**config.mk**
```make
export PLATFORM = sky130hd
export DESIGN_NAME = aes_decrypt
export DESIGN_NICKNAME = d
export VERILOG_FILES = /design/src/rtl/aes_decrypt.sv
export SDC_FILE = /design/constraint.sdc
export NUM_CORES = 2
export LEC_CHECK = 0
export CAP_MARGIN = 40
export CORE_MARGIN = 2
export CORE_UTILIZATION = 40
export DETAILED_ROUTE_END_ITERATION = 8
export HOLD_SLACK_MARGIN = 0.08
export PLACE_DENSITY = 0.59
export SYNTH_ARGS = -nofsm -noshare
export SYNTH_HDL_FRONTEND = slang
export SYNTH_SLANG_ARGS = --single-unit
```
**constraint.sdc**
```tcl
create_clock -name clk -period 34.1 [get_ports clk]
set_input_delay 10.23 -clock clk [delete_from_list [all_inputs] [get_ports clk]]
set_output_delay 10.23 -clock clk [all_outputs]
set_load 0.05 [all_outputs]
```
**src/rtl/aes_decrypt.sv**
```systemverilog
// AES-128 byte-serial InvCipher: one shared S-box, on-the-fly inverse key schedule.
// Latency L = 391 clocks from the edge sampling en to the first output_ready cycle.
module aes_decrypt (
  input  logic       clk,
  input  logic       rst,
  input  logic       en,
  input  logic [7:0] input_data,
  input  logic [7:0] key,
  output logic [7:0] output_data,
  output logic [7:0] round_10,
  output logic       output_ready
);

  typedef enum logic [2:0] {
    IDLE,
    LOAD,
    KEYEXP,
    DECRYPT,
    OUTPUT
  } state_t;

  state_t     st;
  logic [4:0] c;
  logic [3:0] ri;
  logic [7:0] rc;
  logic [7:0] s   [16];
  logic [7:0] k   [16];
  logic [7:0] r10 [16];

  logic       sb_inv;
  logic [7:0] sb_in;
  logic [7:0] sb_x;
  logic [7:0] sb_y;
  logic [7:0] sb_out;
  logic [1:0] kb;
  logic [1:0] kw;
  logic [3:0] sidx;

  function automatic logic [7:0] xt(input logic [7:0] a);
    return {a[6:0], 1'b0} ^ (a[7] ? 8'h1b : 8'h00);
  endfunction

  function automatic logic [7:0] gmul(
    input logic [7:0] a,
    input logic [7:0] b
  );
    logic [7:0] p;
    logic [7:0] x;
    p = 8'h00;
    x = a;
    for (int i = 0; i < 8; i++) begin
      if (b[i]) p = p ^ x;
      x = xt(x);
    end
    return p;
  endfunction

  // a^254 is the field inverse, and maps 0 to 0 as the S-box needs
  function automatic logic [7:0] ginv(input logic [7:0] a);
    logic [7:0] y;
    y = a;
    for (int i = 0; i < 6; i++) y = gmul(gmul(y, y), a);
    return gmul(y, y);
  endfunction

  function automatic logic [7:0] imc(
    input logic [7:0] a0,
    input logic [7:0] a1,
    input logic [7:0] a2,
    input logic [7:0] a3
  );
    return gmul(a0, 8'h0e) ^ gmul(a1, 8'h0b)
         ^ gmul(a2, 8'h0d) ^ gmul(a3, 8'h09);
  endfunction

  function automatic logic [3:0] isr(input int i);
    return 4'((i % 4) + 4 * (((i / 4) - (i % 4) + 4) % 4));
  endfunction

  always_comb begin
    kb     = c[1:0] + 2'd1;
    kw     = (st == KEYEXP) ? c[1:0] + 2'd2
                            : 2'd3 - c[1:0];
    sidx   = 4'(c - 5'd8);
    sb_inv = (st == DECRYPT) && (c >= 5'd8);
    sb_in  = sb_inv ? s[sidx] : k[{2'b11, kb + 2'd1}];
    sb_x   = sb_in;
    if (sb_inv)
      sb_x = {sb_in[6:0], sb_in[7]}
           ^ {sb_in[4:0], sb_in[7:5]}
           ^ {sb_in[1:0], sb_in[7:2]}
           ^ 8'h05;
    sb_y   = ginv(sb_x);
    sb_out = sb_y;
    if (!sb_inv)
      sb_out = sb_y
             ^ {sb_y[6:0], sb_y[7]}
             ^ {sb_y[5:0], sb_y[7:6]}
             ^ {sb_y[4:0], sb_y[7:5]}
             ^ {sb_y[3:0], sb_y[7:4]}
             ^ 8'h63;
  end

  always_ff @(posedge clk) begin
    if (rst) begin
      st <= IDLE;
      c  <= '0;
      ri <= '0;
      rc <= '0;
      for (int i = 0; i < 16; i++) begin
        s[i]   <= '0;
        k[i]   <= '0;
        r10[i] <= '0;
      end
      output_data  <= '0;
      round_10     <= '0;
      output_ready <= 1'b0;
    end else begin
      unique case (st)
        IDLE: begin
          if (en) begin
            st <= LOAD;
            c  <= '0;
          end
        end
        LOAD: begin
          if (c < 5'd16) s[c[3:0]] <= input_data;
          if (c >= 5'd12) k[4'(c - 5'd12)] <= key;
          if (c == 5'd27) begin
            st <= KEYEXP;
            c  <= 5'd3;
            ri <= '0;
            rc <= 8'h01;
          end else begin
            c <= c + 5'd1;
          end
        end
        KEYEXP: begin
          if (c <= 5'd6) begin
            k[{2'b00, kb}] <= k[{2'b00, kb}] ^ sb_out
                            ^ (kb == 2'd0 ? rc : 8'h00);
          end else begin
            for (int b = 0; b < 4; b++)
              k[{kw, 2'(b)}] <= k[{kw, 2'(b)}]
                              ^ k[{kw - 2'd1, 2'(b)}];
          end
          if (c == 5'd9) begin
            c <= 5'd3;
            if (ri == 4'd9) begin
              st <= DECRYPT;
              c  <= 5'd8;
              ri <= 4'd10;
            end else begin
              ri <= ri + 4'd1;
              rc <= xt(rc);
            end
          end else begin
            c <= c + 5'd1;
          end
        end
        DECRYPT: begin
          // round 10 enters at c=8, so it only does the AddRoundKey pass
          unique case (1'b1)
            (c <= 5'd2): begin
              for (int b = 0; b < 4; b++)
                k[{kw, 2'(b)}] <= k[{kw, 2'(b)}]
                                ^ k[{kw - 2'd1, 2'(b)}];
            end
            (c >= 5'd3 && c <= 5'd6): begin
              k[{2'b00, kb}] <= k[{2'b00, kb}] ^ sb_out
                              ^ (kb == 2'd0 ? rc : 8'h00);
              if (c == 5'd6)
                rc <= (rc == 8'h1b) ? 8'h80 : {1'b0, rc[7:1]};
            end
            (c == 5'd7): begin
              for (int i = 0; i < 16; i++)
                s[i] <= s[isr(i)];
            end
            (c >= 5'd8 && c <= 5'd23): begin
              s[sidx] <= (ri == 4'd10 ? s[sidx] : sb_out)
                       ^ k[sidx];
              if (ri == 4'd10 && c == 5'd8) r10 <= k;
            end
            default: begin
              for (int j = 0; j < 4; j++)
                s[{c[1:0], 2'(j)}] <= imc(
                  s[{c[1:0], 2'(j)}],
                  s[{c[1:0], 2'(j + 1)}],
                  s[{c[1:0], 2'(j + 2)}],
                  s[{c[1:0], 2'(j + 3)}]);
            end
          endcase
          if (c == 5'd27 ||
              (c == 5'd23 && (ri == 4'd0 || ri == 4'd10))) begin
            c  <= '0;
            ri <= ri - 4'd1;
            if (ri == 4'd0) begin
              st           <= OUTPUT;
              c            <= 5'd1;
              ri           <= '0;
              output_ready <= 1'b1;
              output_data  <= s[0];
              round_10     <= r10[0];
            end
          end else begin
            c <= c + 5'd1;
          end
        end
        OUTPUT: begin
          if (c == 5'd16) begin
            st           <= IDLE;
            c            <= '0;
            output_ready <= 1'b0;
          end else begin
            output_data <= s[c[3:0]];
            round_10    <= r10[c[3:0]];
            c           <= c + 5'd1;
          end
        end
        default: st <= IDLE;
      endcase
    end
  end

endmodule

```
==> tab_implementation.tex <==
\begin{tabular}{lr}
\hline
Metric & Value \\
\hline
\multicolumn{2}{l}{\textbf{Outcome}} \\
\quad Result of the run & finished, final reports clean \\
\multicolumn{2}{l}{\textbf{Synthesis}} \\
\quad Most frequently used flop master after synthesis & sky130\_fd\_sc\_hd\_\_dfxtp\_1 \\
\quad Number of standard cells after synthesis & 5381 \\
\quad Post-synth EDFFs & 128 \\
\quad Cell area after technology mapping & 0.0461 sq mm \\
\quad Number of distinct library cell variants in the gate-level netlist after synthesis & 113 \\
\quad Area share of the leading cell type in the synthesized netlist & 12.9\% \\
\quad Average cell area after synthesis & 8.56 sq um \\
\quad Cell type contributing the most total cell area after synthesis & sky130\_fd\_sc\_hd\_\_dfxtp\_1 \\
\quad Yosys warning total & 0 \\
\quad Sequential fraction of the synthesis area & 21.3\% \\
\quad Dominant cells by area after synthesis & sky130\_fd\_sc\_hd\_\_dfxtp\_1 13\%, sky130\_fd\_sc\_hd\_\_mux4\_2 11\%, sky130\_fd\_sc\_hd\_\_xnor2\_1 10\%, sky130\_fd\_sc\_hd\_\_edfxtp\_1 8.3\%, sky130\_fd\_sc\_hd\_\_nand2\_1 6.1\% \\
\quad Number of synthesized register bits & 425 \\
\quad Post-Syn Nets & 5421 \\
\quad Async set-or-reset flop fraction in the synthesized netlist & 0\% \\
\multicolumn{2}{l}{\textbf{Min path}} \\
\quad Start point of the worst hold path & r10[112] \\
\quad Hold Path Class & flip-flop to flip-flop \\
\multicolumn{2}{l}{\textbf{STA}} \\
\quad Min Hold Slack & 0.447 ns \\
\quad Time the worst path needs with I/O delays and setup & 31.69 ns \\
\quad Setup skew after layout & 0.0470 ns \\
\quad Post-route clock period utilization & 92.9\% \\
\quad Fmax & 31.6 MHz \\
\quad Total setup violations reported at the end of the flow & 0 \\
\quad Setup repair after global routing missed its margin & no \\
\quad Max-slew violations & 0 \\
\quad Total negative slack for setup checks & 0 ns \\
\quad Worst Tran Pin Value & 1.04 ns \\
\quad Hold Vio Cnt, Final & 0 \\
\quad Rel. slew slack & 30.2\% \\
\multicolumn{2}{l}{\textbf{Final layout}} \\
\quad Fraction of layout cells with a size suffix above 1 & 12.1\% \\
\quad Number of inserted filler cells in the final layout & 11281 \\
\quad Non-Filler Instances & 6720 \\
\quad Most used cells in the layout excluding fill and tap cells & 747 x sky130\_fd\_sc\_hd\_\_nand2\_1, 559 x sky130\_fd\_sc\_hd\_\_nor2\_1, 549 x sky130\_fd\_sc\_hd\_\_xnor2\_1, 438 x sky130\_fd\_sc\_hd\_\_a21oi\_1, 291 x sky130\_fd\_sc\_hd\_\_dfxtp\_1 \\
\quad Final layout net count & 5207 \\
\quad Most common library cell in the layout ignoring fill and taps & sky130\_fd\_sc\_hd\_\_nand2\_1 \\
\quad Sequential cell area & 0.00981 sq mm \\
\quad Layout overhead on the synthesized area & 7.24\% \\
\quad Final Instance Area & 0.0494 sq mm \\
\quad Area occupied by multi-input gates & 0.0344 sq mm \\
\multicolumn{2}{l}{\textbf{Routing}} \\
\quad Wire per inst & 26.6 um \\
\quad Overall routed net length & 179 mm \\
\quad Drt via density & 6.47 \\
\quad Number of design-rule violations left by the first detailed-router iteration & 5854 \\
\quad Total DRC errors in the routed layout & 0 \\
\quad Vias & 43493 \\
\quad TritonRoute pass-1 iters & 8 \\
\quad ANT nets after route & 0 \\
\multicolumn{2}{l}{\textbf{Die}} \\
\quad Core outline area & 0.114 sq mm \\
\quad Chip Height & 343 um \\
\quad Horizontal extent of the die & 343 um \\
\quad Die footprint & 0.118 sq mm \\
\quad Starting density of the core & 40.3\% \\
\quad Standard-cell rows & 124 \\
\quad I/O pin count & 36 \\
\multicolumn{2}{l}{\textbf{Placement}} \\
\quad Number of buffers added on ports & 35 \\
\quad Final HPWL DP & 122 mm \\
\quad Total placed cells including tap cells & 6629 \\
\quad Final weighted congestion in routability-driven placement & 0.957 \\
\quad Total cell area at the placement stage & 0.0478 sq mm \\
\multicolumn{2}{l}{\textbf{Global route}} \\
\quad Maximum number of pins on one net before global-route repair & 103 \\
\quad Antenna violations before repair & 4 \\
\quad Overflow after GRT & 0 \\
\quad Wire length of the first global-routing pass & 266 mm \\
\quad Overall routing resource usage & 29.5\% \\
\quad Via count of the first global-routing pass & 40959 \\
\multicolumn{2}{l}{\textbf{Power}} \\
\quad Share of total power in the clock network & 37.8\% \\
\quad Power density over the cells & 28.5 mW/mm\^{}2 \\
\quad Cell Int Power & 0.931 mW \\
\quad Switch Pwr & 0.476 mW \\
\quad Cell leakage power & 16.2 nW \\
\quad Peak VDD IR & 0.0357 mV \\
\quad Fraction of power consumed by combinational cells & 23.9\% \\
\quad Sw frac & 33.8\% \\
\quad Proportion of power drawn by flip-flops and latches & 38.3\% \\
\multicolumn{2}{l}{\textbf{CTS}} \\
\quad Maximum clock insertion buffer count & 3 \\
\quad Number of post-CTS setup repair buffers & 0 \\
\quad Clock slew at the register clock pins of the worst setup and hold paths & 0.07 ns \\
\quad H-Tree Level Count & 2 \\
\quad Clock latency at the later pin of the worst-skew pair & 0.64 ns \\
\quad Total clock sinks & 425 \\
\quad CTS tree & yes \\
\quad Count of hold buffers inserted by post-cts repair & 0 \\
\quad Number of instances resized during post-cts repair & 0 \\
\quad Number of buffers inserted during clock tree synthesis & 47 \\
\quad Cell at the root of the clock tree & sky130\_fd\_sc\_hd\_\_clkbuf\_16 \\
\multicolumn{2}{l}{\textbf{Critical path}} \\
\quad Kind of capture point of the worst setup path & flip-flop \\
\quad Crit. Startpoint & c[0] \\
\quad Most frequent cell on the critical path & sky130\_fd\_sc\_hd\_\_xnor2\_1 \\
\quad Slowest stage delay, CP & 0.82 ns \\
\quad Max stage delay cell, worst path & sky130\_fd\_sc\_hd\_\_xor2\_2 \\
\quad Startpoint of the worst register-to-register path & c[0] \\
\quad Max Fanout on Critical Path & 54 \\
\quad Critical path launch point type & flip-flop \\
\quad Critical path data arrival time & 32.02 ns \\
\quad Reg-to-reg setup timing slack & 2.41 ns \\
\quad Kind of critical path & flip-flop to flip-flop \\
\quad Data required time at the worst endpoint & 34.43 ns \\
\multicolumn{2}{l}{\textbf{Job}} \\
\quad Max-cap viol count & 0 \\
\hline
\end{tabular}
## cell type report
type / count / area share, %
Antenna cell: 2 / 0.0101
Clock buffer: 65 / 2.68
Clock inverter: 23 / 0.423
Inverter: 47 / 0.367
Multi-Input combinational cell: 4470 / 69.6
Sequential cell: 425 / 19.9
Tap cell: 1512 / 3.83
Timing Repair Buffer: 176 / 3.21
## cell usage after synthesis, types with 22 or more instances
master,instances
sky130_fd_sc_hd__dfxtp_1,297
sky130_fd_sc_hd__a31oi_1,44
sky130_fd_sc_hd__nor2_1,569
sky130_fd_sc_hd__nor2b_1,34
sky130_fd_sc_hd__nand3_1,82
sky130_fd_sc_hd__buf_1,46
sky130_fd_sc_hd__xnor3_1,117
sky130_fd_sc_hd__xnor2_1,551
sky130_fd_sc_hd__xor2_1,175
sky130_fd_sc_hd__clkbuf_1,302
sky130_fd_sc_hd__mux2i_1,112
sky130_fd_sc_hd__nand2b_1,33
sky130_fd_sc_hd__a211oi_1,29
sky130_fd_sc_hd__and3_1,33
sky130_fd_sc_hd__a22o_1,22
sky130_fd_sc_hd__o21ai_0,201
sky130_fd_sc_hd__a21oi_1,438
sky130_fd_sc_hd__nor3_1,84
sky130_fd_sc_hd__o21ai_1,82
sky130_fd_sc_hd__o221ai_1,123
sky130_fd_sc_hd__inv_1,39
sky130_fd_sc_hd__nand2_1,751
sky130_fd_sc_hd__nand4_1,29
sky130_fd_sc_hd__o211ai_1,40
sky130_fd_sc_hd__o21a_1,27
sky130_fd_sc_hd__and2_1,39
sky130_fd_sc_hd__mux4_2,218
sky130_fd_sc_hd__xnor2_2,34
sky130_fd_sc_hd__buf_2,67
sky130_fd_sc_hd__edfxtp_1,128
sky130_fd_sc_hd__o22ai_1,42
sky130_fd_sc_hd__a22oi_1,157
## per-stage QoR
stage | total power [mW] | worst slack, ns | utilization, %
2_1_floorplan | 0.770 | 5.08 | -
3_3_place_gp | 0.874 | 3.02 | 41.6
3_5_place_dp | 0.875 | 2.96 | 41.9
4_1_cts | 1.40 | 2.88 | 43.2
5_1_grt | 1.44 | 0.327 | 43.2
6_report | 1.41 | 2.41 | 43.3
## cells by family after synthesis
family          Yosys count  synth area share (%)
simple gates           1748                  16.4
compound gates         1408                  20.1
xor+xnor                928                  23.3
buf+inv                 486                  4.38
flops                   425                  21.3
mux                     365                  14.0
fa+ha+maj                21                 0.571
## metal layers
layer | track usage [%] | vias up | wire (um)
met5 | 0 | - | 27
met3 | 6.56 | 608 | 20000
met2 | 44.2 | 2727 | 77100
li1 | - | 19187 | -
met1 | 39.5 | 20967 | 70500
met4 | 15.8 | 4 | 11000
## worst paths after layout
kind	end	depth (start not counted)
max reg2reg	s[15][1]	92
min	r10[112]	2
max	s[15][1]	92
min reg2reg	r10[112]	2
## power by group through the flow
stage / sequential [mW] / combinational [mW] / clock, mW
4_1_cts: 0.538 / 0.328 / 0.533
5_1_grt: 0.539 / 0.348 / 0.549
6_report: 0.539 / 0.337 / 0.531
2_1_floorplan: 0.542 / 0.228 / 0
3_5_place_dp: 0.549 / 0.326 / 0
3_3_place_gp: 0.550 / 0.324 / 0
## worst max-delay path, delay by kind of cell (launching register included)
kind	cells	cell delay, ns
compound gates	19	4.23
xor+xnor	39	17.13
simple gates	15	2.93
buf+inv	8	2.19
flops	1	0.49
mux	5	1.39
fa+ha+maj	6	2.92
No activity file was read; power rests on OpenSTA's default activity.
